File: config.mk
export PLATFORM = sky130hd
export DESIGN_NAME = sw_debounce_keys
export DESIGN_NICKNAME = d
export VERILOG_FILES = /design/src/rtl/sw_debounce_keys.sv
export SDC_FILE = /design/constraint.sdc
export NUM_CORES = 1
export LEC_CHECK = 0
export BUFFER_PORTS_ARGS = -buffer_cell sky130_fd_sc_hd__buf_2
export CAP_MARGIN = 20
export CORE_ASPECT_RATIO = 1.1
export CORE_MARGIN = 2
export CORE_UTILIZATION = 46
export CTS_CLUSTER_DIAMETER = 120
export DETAILED_ROUTE_END_ITERATION = 6
export GPL_TIMING_DRIVEN = 1
export PLACE_DENSITY = 0.72
export SLEW_MARGIN = 20
export SYNTH_ARGS = -nofsm -noshare
export SYNTH_HDL_FRONTEND = slang
export SYNTH_SLANG_ARGS = --single-unit
File: constraint.sdc
create_clock -name clk -period 2.2 [get_ports clk]
set_clock_uncertainty 0.05 [all_clocks]
set_input_delay 0.11 -clock clk [delete_from_list [all_inputs] [get_ports clk]]
set_output_delay 0.11 -clock clk [all_outputs]
set_load 0.1 [all_outputs]
File: src/rtl/sw_debounce_keys.sv
// ---------------------------------------------------------------------------
// sw_debounce_keys
//
// Switch conditioning stage in front of the password-entry FSM. Each slide
// switch is synchronised through two flops and debounced by its own counter.
// The stage then emits a clean level and a one-cycle rising-edge pulse. A
// registered key event follows one cycle after any rising pulse: the lowest
// index that rose, plus a flag saying that more than one switch rose together.
//
// Parameters:
//   N_SW            - number of switches (key_idx is 4 bits, so N_SW <= 16)
//   DEBOUNCE_CYCLES - cycles s2 must differ from the clean level (>= 2)
//   CNT_W           - debounce counter width
//
// Ports:
//   clk       - single clock, rising edge
//   reset_n   - asynchronous, active-low reset
//   SW        - raw asynchronous switch levels
//   sw_clean  - debounced switch levels
//   sw_rise   - one-cycle pulse per switch on a debounced 0->1 transition
//   key_valid - one-cycle pulse, one cycle after any sw_rise bit
//   key_idx   - lowest index set in sw_rise (held while key_valid = 0)
//   key_multi - more than one sw_rise bit set (held while key_valid = 0)
// ---------------------------------------------------------------------------
module sw_debounce_keys #(
    parameter int N_SW            = 10,
    parameter int DEBOUNCE_CYCLES = 1_000_000,
    parameter int CNT_W           = $clog2(DEBOUNCE_CYCLES)
) (
    input  logic            clk,
    input  logic            reset_n,
    input  logic [N_SW-1:0] SW,
    output logic [N_SW-1:0] sw_clean,
    output logic [N_SW-1:0] sw_rise,
    output logic            key_valid,
    output logic [3:0]      key_idx,
    output logic            key_multi
);

    localparam logic [CNT_W-1:0] CNT_TERM = CNT_W'(DEBOUNCE_CYCLES - 1);

    // -----------------------------------------------------------------------
    // Per-switch synchroniser, debounce counter and rising-edge pulse
    // -----------------------------------------------------------------------
    genvar gi;
    generate
        for (gi = 0; gi < N_SW; gi++) begin : g_sw
            logic             s1_reg;
            logic             s2_reg;
            logic             clean_reg;
            logic             rise_reg;
            logic [CNT_W-1:0] cnt_reg;

            always_ff @(posedge clk or negedge reset_n) begin
                if (!reset_n) begin
                    s1_reg    <= 1'b0;
                    s2_reg    <= 1'b0;
                    clean_reg <= 1'b0;
                    rise_reg  <= 1'b0;
                    cnt_reg   <= '0;
                end else begin
                    s1_reg   <= SW[gi];
                    s2_reg   <= s1_reg;
                    rise_reg <= 1'b0;
                    if (s2_reg == clean_reg) begin
                        // Agreement with the stable level (including a bounce
                        // back) throws away any partial count.
                        cnt_reg <= '0;
                    end else if (cnt_reg == CNT_TERM) begin
                        clean_reg <= s2_reg;
                        cnt_reg   <= '0;
                        // Pulse only when the accepted level is a 1.
                        rise_reg  <= s2_reg;
                    end else begin
                        cnt_reg <= cnt_reg + CNT_W'(1);
                    end
                end
            end

            assign sw_clean[gi] = clean_reg;
            assign sw_rise[gi]  = rise_reg;
        end
    endgenerate

    // -----------------------------------------------------------------------
    // Key event stage
    // -----------------------------------------------------------------------
    logic [3:0] lowest_idx;
    logic       multi_hit;

    always_comb begin
        lowest_idx = 4'd0;
        // Scan from the top so the lowest set bit wins.
        for (int i = N_SW - 1; i >= 0; i--) begin
            if (sw_rise[i]) begin
                lowest_idx = 4'(i);
            end
        end
        // x & (x-1) clears the lowest set bit; anything left means >1 set.
        multi_hit = |(sw_rise & (sw_rise - N_SW'(1)));
    end

    logic       key_valid_reg;
    logic [3:0] key_idx_reg;
    logic       key_multi_reg;

    always_ff @(posedge clk or negedge reset_n) begin
        if (!reset_n) begin
            key_valid_reg <= 1'b0;
            key_idx_reg   <= 4'd0;
            key_multi_reg <= 1'b0;
        end else begin
            key_valid_reg <= |sw_rise;
            if (|sw_rise) begin
                key_idx_reg   <= lowest_idx;
                key_multi_reg <= multi_hit;
            end
        end
    end

    assign key_valid = key_valid_reg;
    assign key_idx   = key_idx_reg;
    assign key_multi = key_multi_reg;

endmodule
# After elaboration in Yosys (flattened, before gate mapping)
# Cells that the tools add are included.
# W data, S select, Z words.
# word_totals
regBits	246
input_bits	12
output_inout_bits	26
elab_cells	157
# op_classes
n_addsub	11
n_eq_ne	20
muxes	50
bitwise_logic	11
n_reduce_logical	12
# op_table
cell	n
$mux W20	20
$add A20 B1 Y20 const B	10
$eq A20 B20 Y1 const B	10
$mux W4	10
$mux W1	20
$reduce_and A2 Y1	10
$reduce_or A10 Y1	2
$and A10 B10 Y10	1
$eq A1 B1 Y1	10
$not A1 Y1	10
$sub A10 B1 Y10 const B	1

# Depth between registers and ports, before layout
# logic_depth
ltp_word	10
depth_mapped	7
mapped_depth_nobuf	6

# Least setup slack after synthesis
# Ideal clock, no wire load.
# synth_path
path_type	reg-to-reg
startpoint	register g_sw[7].cnt_reg[0]
endpoint	register g_sw[7].cnt_reg[11]
setup_time_ns	0.119
arrival_time_ns	1.566
required_ns	2.031
path_slack_ns	0.465
stages_incl_launch_ff	8
path_buffers	2
synth_period_minus_slack_ns	1.735
path_cell_list	dfrtp_1 ha_1 nand4_1 nor4_1 or2_1 buf_4 buf_6 nor2_1
# synth_between
elab_chain_cells	3
elab_cells_between_ends	4
cone_classes	add/sub (1); eq/ne (1); mux (2)
# synth_lines
item	line	rtl
start, declared	52	logic [CNT_W-1:0] cnt_reg;
start signal, assigned	75	cnt_reg <= cnt_reg + CNT_W'(1);
$add A20 B1 Y20 or $eq A20 B20 Y1 (tied branches)	75, 69	
$mux W20 *	69	end else if (cnt_reg == CNT_TERM) begin
$mux W20 *	65	if (s2_reg == clean_reg) begin
# Every way passes the cells marked *; elsewhere a longest branch is shown, timed or not.
# A chain may end at the register's enable or synchronous reset.

# Worst setup path in the final report
# layout_path
startpoint	register g_sw[7].cnt_reg[0]
endpoint	register g_sw[7].cnt_reg[10]
# The elaborated chain is that of the path after synthesis.

==> summary.md <==
| Metric | Value |
|---|---|
| Outcome | finished clean |
| Synth Area per Inst | 10.3 sq um |
| Fin. max-slew vios | 0 |
| Die ar. | 0.0261 sq mm |
| Final WL | 20.5 mm |
| Cts repair resizes | 0 |
| Crit path DAT | 2.26 ns |
| Worst r2r src | g_sw[7].cnt_reg[0]$_DFF_PN0_ |
| Hold_buf cts | 11 |
| Die W | 154 um |
| Fin crit share | 86.4% |
| First-pass GRT wire length | 36.5 mm |
| Ys Warns | 0 |
| Gp weighted congestion | 0.817 |
| Share of layout cells above drive strength 1 | 10.7% |
| Top cells by area, synth | dfrtp_1 (54%), xor2_1 (9.1%), nor2_1 (7.5%), xnor2_1 (5.5%), nand3_1 (3.6%) |
| Crit. Startpoint | g_sw[7].cnt_reg[0]$_DFF_PN0_ |
| Commonest non-fill, non-tap cell in the layout | dfrtp_1 |
| Crit start category | flop |
| Initial core utilization | 46.7% |
| Setup violations, final | 0 |
| Htree depth | 1 |
| LEAKAGE | 5.71 nW |
| Worst rel slew slack | 59.5% |
| Worst slew pin tran | 0.603 ns |
| CTS tree | built |
| # IOs | 38 |
| Postcts setup bufs | 0 |
| Fin crit period | 1.90 ns |
| Clk Latency, worst-skew pair | 0.52 ns |
| Final Total Pwr | 9.51 mW |
| Async set or reset register ratio after synthesis | 100% |
| Crit path kind | flop to flop |
| Finished Core Util | 52.7% |
| Number of global-route vias before repair | 7723 |
| Synth Cell Area | 0.0114 sq mm |
| Commonest cells after routing, fill and taps aside | dfrtp_1 (246), nor2_1 (228), xor2_1 (118), nand3_1 (81) |
| Placed cell count | 1431 |
| Synth top area share | 54.0% |
| Sequential element share of the synthesized area | 54.0% |
| CP Capture Type | flop |
| Final antenna-violating net count | 0 |
| # port buffers | 37 |
| Post-route DRC | 0 |
| Drt pass-1 iters | 5 |
| Via count | 7775 |
| Root buffer cell | clkbuf_16 |
| Fin. Hold Viols | 0 |
| DRT iter0 DRCs | 452 |
| EDFF count, synth | 0 |
| Placement Rows | 60 |
| CP Max Fanout | 12 |
| Initial antenna violation count | 0 |
| Vias per Instance | 5.21 |
| Congestion Overflow GR | 0 |
| DP HPWL | 13.8 mm |
| Die height | 169 um |
| Area growth, synth to finish | 12.7% |
| Dpl cell area | 0.0118 sq mm |
| Unrepaired setup endpoints after global routing | no |
| Yosys cell types | 42 |
| Cell taking the most area after synthesis | dfrtp_1 |
| Pwr per Cell Area | 740 mW/mm^2 |
| Clock-pin slew on the worst setup and hold paths | 0.06 ns |
| Peak supply drop | 588 uV |
| Non-Filler Instances | 1491 |
| Total Routing Usage GR | 16.4% |
| Gate count after technology mapping | 1108 |
| Largest net degree at the start of global routing | 77 |
| Clock sink count | 246 |
| Synth Flop Type | dfrtp_1 |
| CTS Buf Count | 27 |
| Final Instance Area | 0.0129 sq mm |
| Core area | 0.0244 sq mm |
| Max Fclk | 526 MHz |
| Nets | 1183 |
| WP data required | 2.56 ns |
| Fill count | 2130 |
| Post-synthesis register bit count | 246 |
| Largest register FFs | 200 |
| Worst Hold Class | input port to async pin |
| Max-Cap Viols | 0 |
| Bufs on Longest Clock Path | 3 |
| Fin Setup TNS | 0 ns |
| Syn Nets | 1130 |
| ANT cells | 0 |
| Routed WL per cell | 13.8 um |
-- stage by stage --
| step | setup WS [ns] | hold slack, ns |
|---|---|---|
| 6_report | 0.299 | 0.0309 |
| 2_1_floorplan | 0.465 | -0.236 |
| 4_1_cts | 0.289 | 0.0350 |
| 5_1_grt | 0.00131 | 0.0613 |
| 3_5_place_dp | 0.292 | -0.000310 |
| 3_3_place_gp | 0.363 | -0.00664 |
-- synthesized netlist by cell type, types with 17 or more instances --
library cell / count
xor2_1: 118
nor3_1: 37
nor4_1: 20
xnor2_1: 72
nand4_1: 45
inv_1: 17
buf_4: 34
dfrtp_1: 246
and3_1: 35
nor2_1: 228
nand3_1: 81
nand2_1: 72
-- routing by layer --
layer / GRT usage (%) / up-vias / wire [um]
met5: 0 / - / 0
met4: 4.19 / 0 / 361
met3: 2.56 / 27 / 772
met2: 27.0 / 102 / 9670
met1: 22.7 / 3814 / 9730
li1: - / 3832 / -
-- worst paths after layout --
kind                                            endpoint  slack (ns)  depth (start not counted)
setup / recovery           g_sw[7].cnt_reg[10]$_DFF_PN0_        0.30                          6
hold / removal              g_sw[1].cnt_reg[3]$_DFF_PN0_        0.03                          2
setup reg to reg           g_sw[7].cnt_reg[10]$_DFF_PN0_        0.30                          6
hold reg to reg                 g_sw[7].s2_reg$_DFF_PN0_        0.29                          0
max in group asynchronous   g_sw[2].cnt_reg[1]$_DFF_PN0_        1.33                          3
min in group clk                g_sw[2].s1_reg$_DFF_PN0_        0.17                          2
-- area by class of cell --
cell class	count	area (sq um)	area share [%]
flip-flops and latches	246	6160	47.9
multi-input cells	805	4870	37.9
clock buffers	36	759	5.91
repair buffers	64	463	3.60
well taps	310	388	3.02
clock inverters	13	153	1.19
inverters	17	63.8	0.497
-- report_power, final --
part,internal (mW),leakage (nW),switching [mW]
registers,4.59,3.37,0.0651
logic,0.0963,1.90,0.190
clock network,2.77,0.448,1.80
total,7.46,5.71,2.06
-- worst max-delay path, stage by stage (launching register included) --
cell and delay, ns:
dfrtp_1 0.41, ha_1 0.22, nand4_1 0.19, nor4_1 0.47, or2_1 0.18, buf_4 0.18
nor2_1 0.08
-- cell families after synthesis --
logic type | share of synthesized area, %
simple gates | 25.2
flops | 54.0
xor+xnor | 14.6
buf+inv | 3.28
compound gates | 0.714
fa+ha+maj | 1.19
mux | 0.988
Power figures use the tool's default switching activity.
